**config.mk**
```make
export PLATFORM = sky130hd
export DESIGN_NAME = dmux_stream
export DESIGN_NICKNAME = d
export VERILOG_FILES = /design/src/rtl/dmux_pkg.sv /design/src/rtl/dmux_chan_fifo.sv /design/src/rtl/dmux_stream.sv
export SDC_FILE = /design/constraint.sdc
export NUM_CORES = 1
export LEC_CHECK = 0
export BUFFER_PORTS_ARGS = -buffer_cell sky130_fd_sc_hd__buf_4
export CAP_MARGIN = 20
export CORE_UTILIZATION = 59
export CTS_BUF_LIST = sky130_fd_sc_hd__clkbuf_16
export CTS_CLUSTER_DIAMETER = 200
export DETAILED_ROUTE_END_ITERATION = 7
export HOLD_SLACK_MARGIN = 0.02
export PLACE_DENSITY_LB_ADDON = 0.15
export SLEW_MARGIN = 20
export SYNTH_ARGS = -nofsm -noshare
export SYNTH_HDL_FRONTEND = slang
export SYNTH_SLANG_ARGS = --single-unit
```
**constraint.sdc**
```tcl
create_clock -name clk -period 2 [get_ports clk]
set_input_delay 0 -clock clk [delete_from_list [all_inputs] [get_ports clk]]
set_output_delay 0 -clock clk [all_outputs]
set_load 0.01 [all_outputs]
```
**src/rtl/dmux_pkg.sv**
```systemverilog
// Shared constants and helpers for the streaming demultiplexer and its channel FIFOs.
package dmux_pkg;

  localparam int ERR_W     = 8;
  localparam int DEF_N     = 3;
  localparam int DEF_NCH   = 4;
  localparam int DEF_DEPTH = 4;

  function automatic int clog2(input int value);
    int r;
    int v;
    r = 0;
    v = value - 1;
    while (v > 0) begin
      r = r + 1;
      v = v >> 1;
    end
    return r;
  endfunction

endpackage

```
**src/rtl/dmux_chan_fifo.sv**
```systemverilog
// Per-channel FIFO with a registered head-of-queue output; pointers carry one extra
// wrap bit so full and empty are told apart without a separate counter.
module dmux_chan_fifo
  import dmux_pkg::*;
#(
  parameter int N     = DEF_N,
  parameter int DEPTH = DEF_DEPTH
) (
  input  logic         clk,
  input  logic         rst_n,
  input  logic         push,
  input  logic [N-1:0] wdata,
  output logic         full,
  input  logic         pop,
  output logic [N-1:0] rdata,
  output logic         empty
);

  localparam int AW = (clog2(DEPTH) < 1) ? 1 : clog2(DEPTH);

  logic [N-1:0] mem [DEPTH];
  logic [AW:0]  wptr;
  logic [AW:0]  rptr;
  logic [AW:0]  rptr_nxt;
  logic         do_push;
  logic         do_pop;

  assign full     = (wptr[AW] != rptr[AW]) && (wptr[AW-1:0] == rptr[AW-1:0]);
  assign empty    = (wptr == rptr);
  assign do_push  = push && !full;
  assign do_pop   = pop && !empty;
  assign rptr_nxt = rptr + 1'b1;

  always_ff @(posedge clk) begin
    if (do_push) begin
      mem[wptr[AW-1:0]] <= wdata;
    end
  end

  // The head register is reloaded on a pop; if the entry behind the head is being
  // written in the same cycle, it comes straight from wdata rather than the array.
  always_ff @(posedge clk or negedge rst_n) begin
    if (!rst_n) begin
      wptr  <= '0;
      rptr  <= '0;
      rdata <= '0;
    end else begin
      if (do_push) begin
        wptr <= wptr + 1'b1;
      end
      if (do_pop) begin
        rptr <= rptr_nxt;
        if (do_push && (wptr == rptr_nxt)) begin
          rdata <= wdata;
        end else begin
          rdata <= mem[rptr_nxt[AW-1:0]];
        end
      end else if (do_push && empty) begin
        rdata <= wdata;
      end
    end
  end

endmodule

```
**src/rtl/dmux_stream.sv**
```systemverilog
// Streaming demultiplexer: routes each input beat to one of NCH buffered channels;
// beats with an out-of-range select are swallowed and counted.
module dmux_stream
  import dmux_pkg::*;
#(
  parameter  int N     = DEF_N,
  parameter  int NCH   = DEF_NCH,
  parameter  int DEPTH = DEF_DEPTH,
  localparam int SEL_W = (clog2(NCH) < 1) ? 1 : clog2(NCH)
) (
  input  logic               clk,
  input  logic               rst_n,
  input  logic [N-1:0]       in_data,
  input  logic [SEL_W-1:0]   in_sel,
  input  logic               in_valid,
  output logic               in_ready,
  output logic [NCH*N-1:0]   out_data,
  output logic [NCH-1:0]     out_valid,
  input  logic [NCH-1:0]     out_ready,
  output logic [ERR_W-1:0]   err_cnt
);

  localparam logic [SEL_W:0] NCH_L = NCH[SEL_W:0];

  logic [NCH-1:0]          full;
  logic [NCH-1:0]          empty;
  logic [(1<<SEL_W)-1:0]   full_ext;
  logic                    in_range;
  logic                    accept;

  // Pad the full flags to every encodable select so the ready mux never indexes out of range.
  always_comb begin
    full_ext = '0;
    for (int c = 0; c < NCH; c++) begin
      full_ext[c] = full[c];
    end
  end

  assign in_range = ({1'b0, in_sel} < NCH_L);
  assign in_ready = in_range ? !full_ext[in_sel] : 1'b1;
  assign accept   = in_valid && in_ready;

  for (genvar c = 0; c < NCH; c++) begin : g_chan
    logic push_c;
    logic pop_c;

    assign push_c       = accept && in_range && (in_sel == SEL_W'(c));
    assign pop_c        = out_valid[c] && out_ready[c];
    assign out_valid[c] = !empty[c];

    dmux_chan_fifo #(
      .N     (N),
      .DEPTH (DEPTH)
    ) u_fifo (
      .clk   (clk),
      .rst_n (rst_n),
      .push  (push_c),
      .wdata (in_data),
      .full  (full[c]),
      .pop   (pop_c),
      .rdata (out_data[c*N +: N]),
      .empty (empty[c])
    );
  end

  // Dropped-beat counter sticks at its maximum instead of wrapping.
  always_ff @(posedge clk or negedge rst_n) begin
    if (!rst_n) begin
      err_cnt <= '0;
    end else if (accept && !in_range && (err_cnt != {ERR_W{1'b1}})) begin
      err_cnt <= err_cnt + 1'b1;
    end
  end

endmodule
```
==> flow_metrics.tcl <==
set metrics [dict create \
    period_share_pct 95.8 \
    nNetsFinal 382 \
    cts_sinks 84 \
    drive_above_1_share_pct 25.1 \
    clock_latency_ns 0.33 \
    start_kind "flop" \
    p_int_mw 5.12 \
    post_drt_via_cell_ratio 5.56 \
    slowest_delay_ns 0.48 \
    cts_setup_buffers 0 \
    max_cap_viol_count 0 \
    area_growth_pct 14.9 \
    p_comb_share_pct 46.1 \
    skew_ns 0.00873 \
    setup_viol 0 \
    clkPwrFrac_pct 18.6 \
    ant_nets 0 \
    maxSlewViolCount 0 \
    drt-initial-drc-count 112 \
    multi_input_area_um2 1970 \
    tritoncts "done" \
    grt_usage_pct 21.8 \
    worstHoldStart "in_data[1]" \
    p_switching_mw 3.13 \
    cp-startpoint "g_chan[3].u_fifo.wptr[1]" \
    critPathMaxFanout 6 \
    fp.dieH_um 88.3 \
    status "finished, final reports clean" \
    hold_violations 0 \
    hp-class "in -> reg" \
    overflow 0 \
    antenna_cells 0 \
    leakagePower_nw 1.98 \
    synth_seq_cells 84 \
    clockRootBuffer "clkbuf_16" \
    cts_buffers 9 \
    portBuffers 28 \
    h-tree-depth 3 \
    slew_headroom_pct 66.5 \
    setup-tns-final_ns 0 \
    register_area_um2 2340 \
    path_cells "xnor2_1 > nand3_2 > mux4_2 > buf_4" \
    grt_max_degree 37 \
    routed_wl_um 7690 \
    seq_area_frac_synth_pct 53.3 \
    max_freq_ghz 0.522 \
    wl_per_cell_um 16.9 \
    place_worst_setup_slack_ns 0.214 \
    worstMarginPinSlew_ns 0.502 \
    syn-cell-area_um2 4400 \
    grt_pass1_wl_um 12400 \
    die_w_um 88.3 \
    route.detailed.drc 0 \
    syn_area_per_cell_um2 14.2 \
    setup_ws_ns 0.0835 \
    via_count 2523 \
    cpMaxStageDelayCell "dfrtp_1" \
    peakVddDrop_v 0.000788 \
    p_seq_share_pct 35.3 \
    first_global_vias 2509 \
    final_common_cell "edfxtp_1" \
    ff2ff_setup_slack_ns 0.16 \
    initial_utilization_pct 60.9 \
    clk_path_buf_depth 2 \
    fp-row-count 31 \
    reg2reg_from "g_chan[2].u_fifo.wptr[2]" \
    gp_congestion 0.746 \
    core_area_um2 7210 \
    power.density_nw_per_um2 1630 \
    io_pins 37 \
    yosysUniqueCellTypes 47 \
    clk_pin_slew_ns 0.06 \
    mostFrequentLayoutCells "48 x edfxtp_1, 35 x dfrtp_1, 34 x buf_4" \
    rsz0062_at_grt "false" \
    hpwlAfterDp_um 5390 \
    crit_type "reg -> out" \
    dr.pass1.iters 6 \
    ys_warn_count 0 \
    fin_crit_ns 1.92 \
    cp.arrival_ns 1.92 \
    worst_setup_path_end_kind "output pin" \
    syn_inst 309 \
    fillers 548 \
    die_area_um2 7800 \
    netSwitchingFraction_pct 37.9 \
    crit_required_ns 2.00 \
    antenna_found_initial 0 \
]
[through the flow]
stage | power [mW] | util (%) | cell area [µm²] | hold slack [ns] | instances
after floorplan | 5.72 | - | 4420 | -0.296 | 316
after global placement | 6.47 | 64.9 | 4680 | -0.000443 | 435
after detailed placement | 6.60 | 64.9 | 4680 | 0.0114 | 435
after CTS | 8.20 | 69.4 | 5000 | 0.0269 | 454
after global routing | 8.81 | 70.0 | 5050 | 0.0402 | 454
final | 8.25 | 70.0 | 5050 | 0.0303 | 454
[worst paths after layout]
check	endpoint	cells after the start
min in group asynchronous	g_chan[1].u_fifo.wptr[2]	2
worst min register to register	g_chan[2].u_fifo.rdata[1]	2
max in group asynchronous	g_chan[3].u_fifo.rptr[0]	2
worst max-delay path	in_ready	4
worst min-delay path	g_chan[2].u_fifo.mem[3][1]	1
worst max register to register	g_chan[2].u_fifo.rdata[1]	4
[area by class of cell]
| class | count | share of cell area (%) |
|---|---|---|
| multi-input combinational | 204 | 38.9 |
| clock buffer | 10 | 4.95 |
| tap | 99 | 2.45 |
| inverter | 14 | 1.04 |
| timing repair buffer | 37 | 5.65 |
| sequential | 84 | 46.4 |
| clock inverter | 6 | 0.570 |
[state kept, by name, indices dropped and copies added, names as in the netlist]
signal	cells
g_chan.u_fifo.rdata	12
g_chan.u_fifo.mem	48
g_chan.u_fifo.wptr	12
g_chan.u_fifo.rptr	12
[cells in the mapped netlist, drive strengths merged]
library cell	instances	share of area (%)
or3	3	0.43
nand4b	2	0.40
nor3b	2	0.34
nor4	4	0.71
nand2	15	1.3
and2	18	2.7
nand2b	1	0.14
xor3	1	0.54
nand3	20	2.4
or2	2	0.40
nor3	6	0.68
o311ai	2	0.74
ha	20	5.7
mux4	13	6.7
o31a	5	1.2
o31ai	4	1.2
a31oi	10	2.5
a21o	1	0.17
nand4	2	0.28
mux2	2	0.51
xnor3	3	1.5
o21ai	10	1.1
xor2	17	4.5
mux2i	1	0.23
o221ai	3	0.60
nand3b	2	0.34
inv	14	1.2
buf	14	2.7
or4	1	0.17
and4b	2	0.46
dfrtp	36	20
edfxtp	48	33
conb	1	0.085
xnor2	24	4.8
[per-layer routing]
metal / vias to the layer above / routed length [µm] / GRT usage [%]
met5: - / 0 / 0
met4: 0 / 170 / 9.97
met3: 14 / 180 / 3.64
met2: 36 / 3870 / 36.0
met1: 1263 / 3480 / 28.6
li1: 1210 / - / -
[logic make-up after synthesis]
group / Yosys count / share of synthesized area, %
compound gates: 35 / 7.54
xor+xnor: 45 / 11.4
fa+ha+maj: 20 / 5.69
buf+inv: 28 / 3.93
flops: 84 / 53.3
mux: 16 / 7.40
other cells: 1 / 0.0853
simple gates: 80 / 10.7
[power by group through the flow]
stage | logic [mW] | clock network, mW | registers (mW)
floorplan | 2.97 | 0 | 2.75
global placement | 3.61 | 0 | 2.87
detailed placement | 3.71 | 0 | 2.89
CTS | 3.77 | 1.56 | 2.87
global route | 4.21 | 1.62 | 2.98
finish | 3.81 | 1.53 | 2.91
[worst max-delay path: cells and delay by family, from the launching register on]
family	cells	cell delay, ns
xor+xnor	1	0.36
buf+inv	1	0.16
flops	1	0.48
mux	1	0.48
simple gates	1	0.12
[repair_timing]
item | 4_1_cts | 5_1_grt
endpoints found under the setup margin | 1 | 1
hold endpoints to repair | 38 | 0
resized for setup | 2 | 6
hold buffers | 3 | 0
Power figures use the tool's default switching activity.
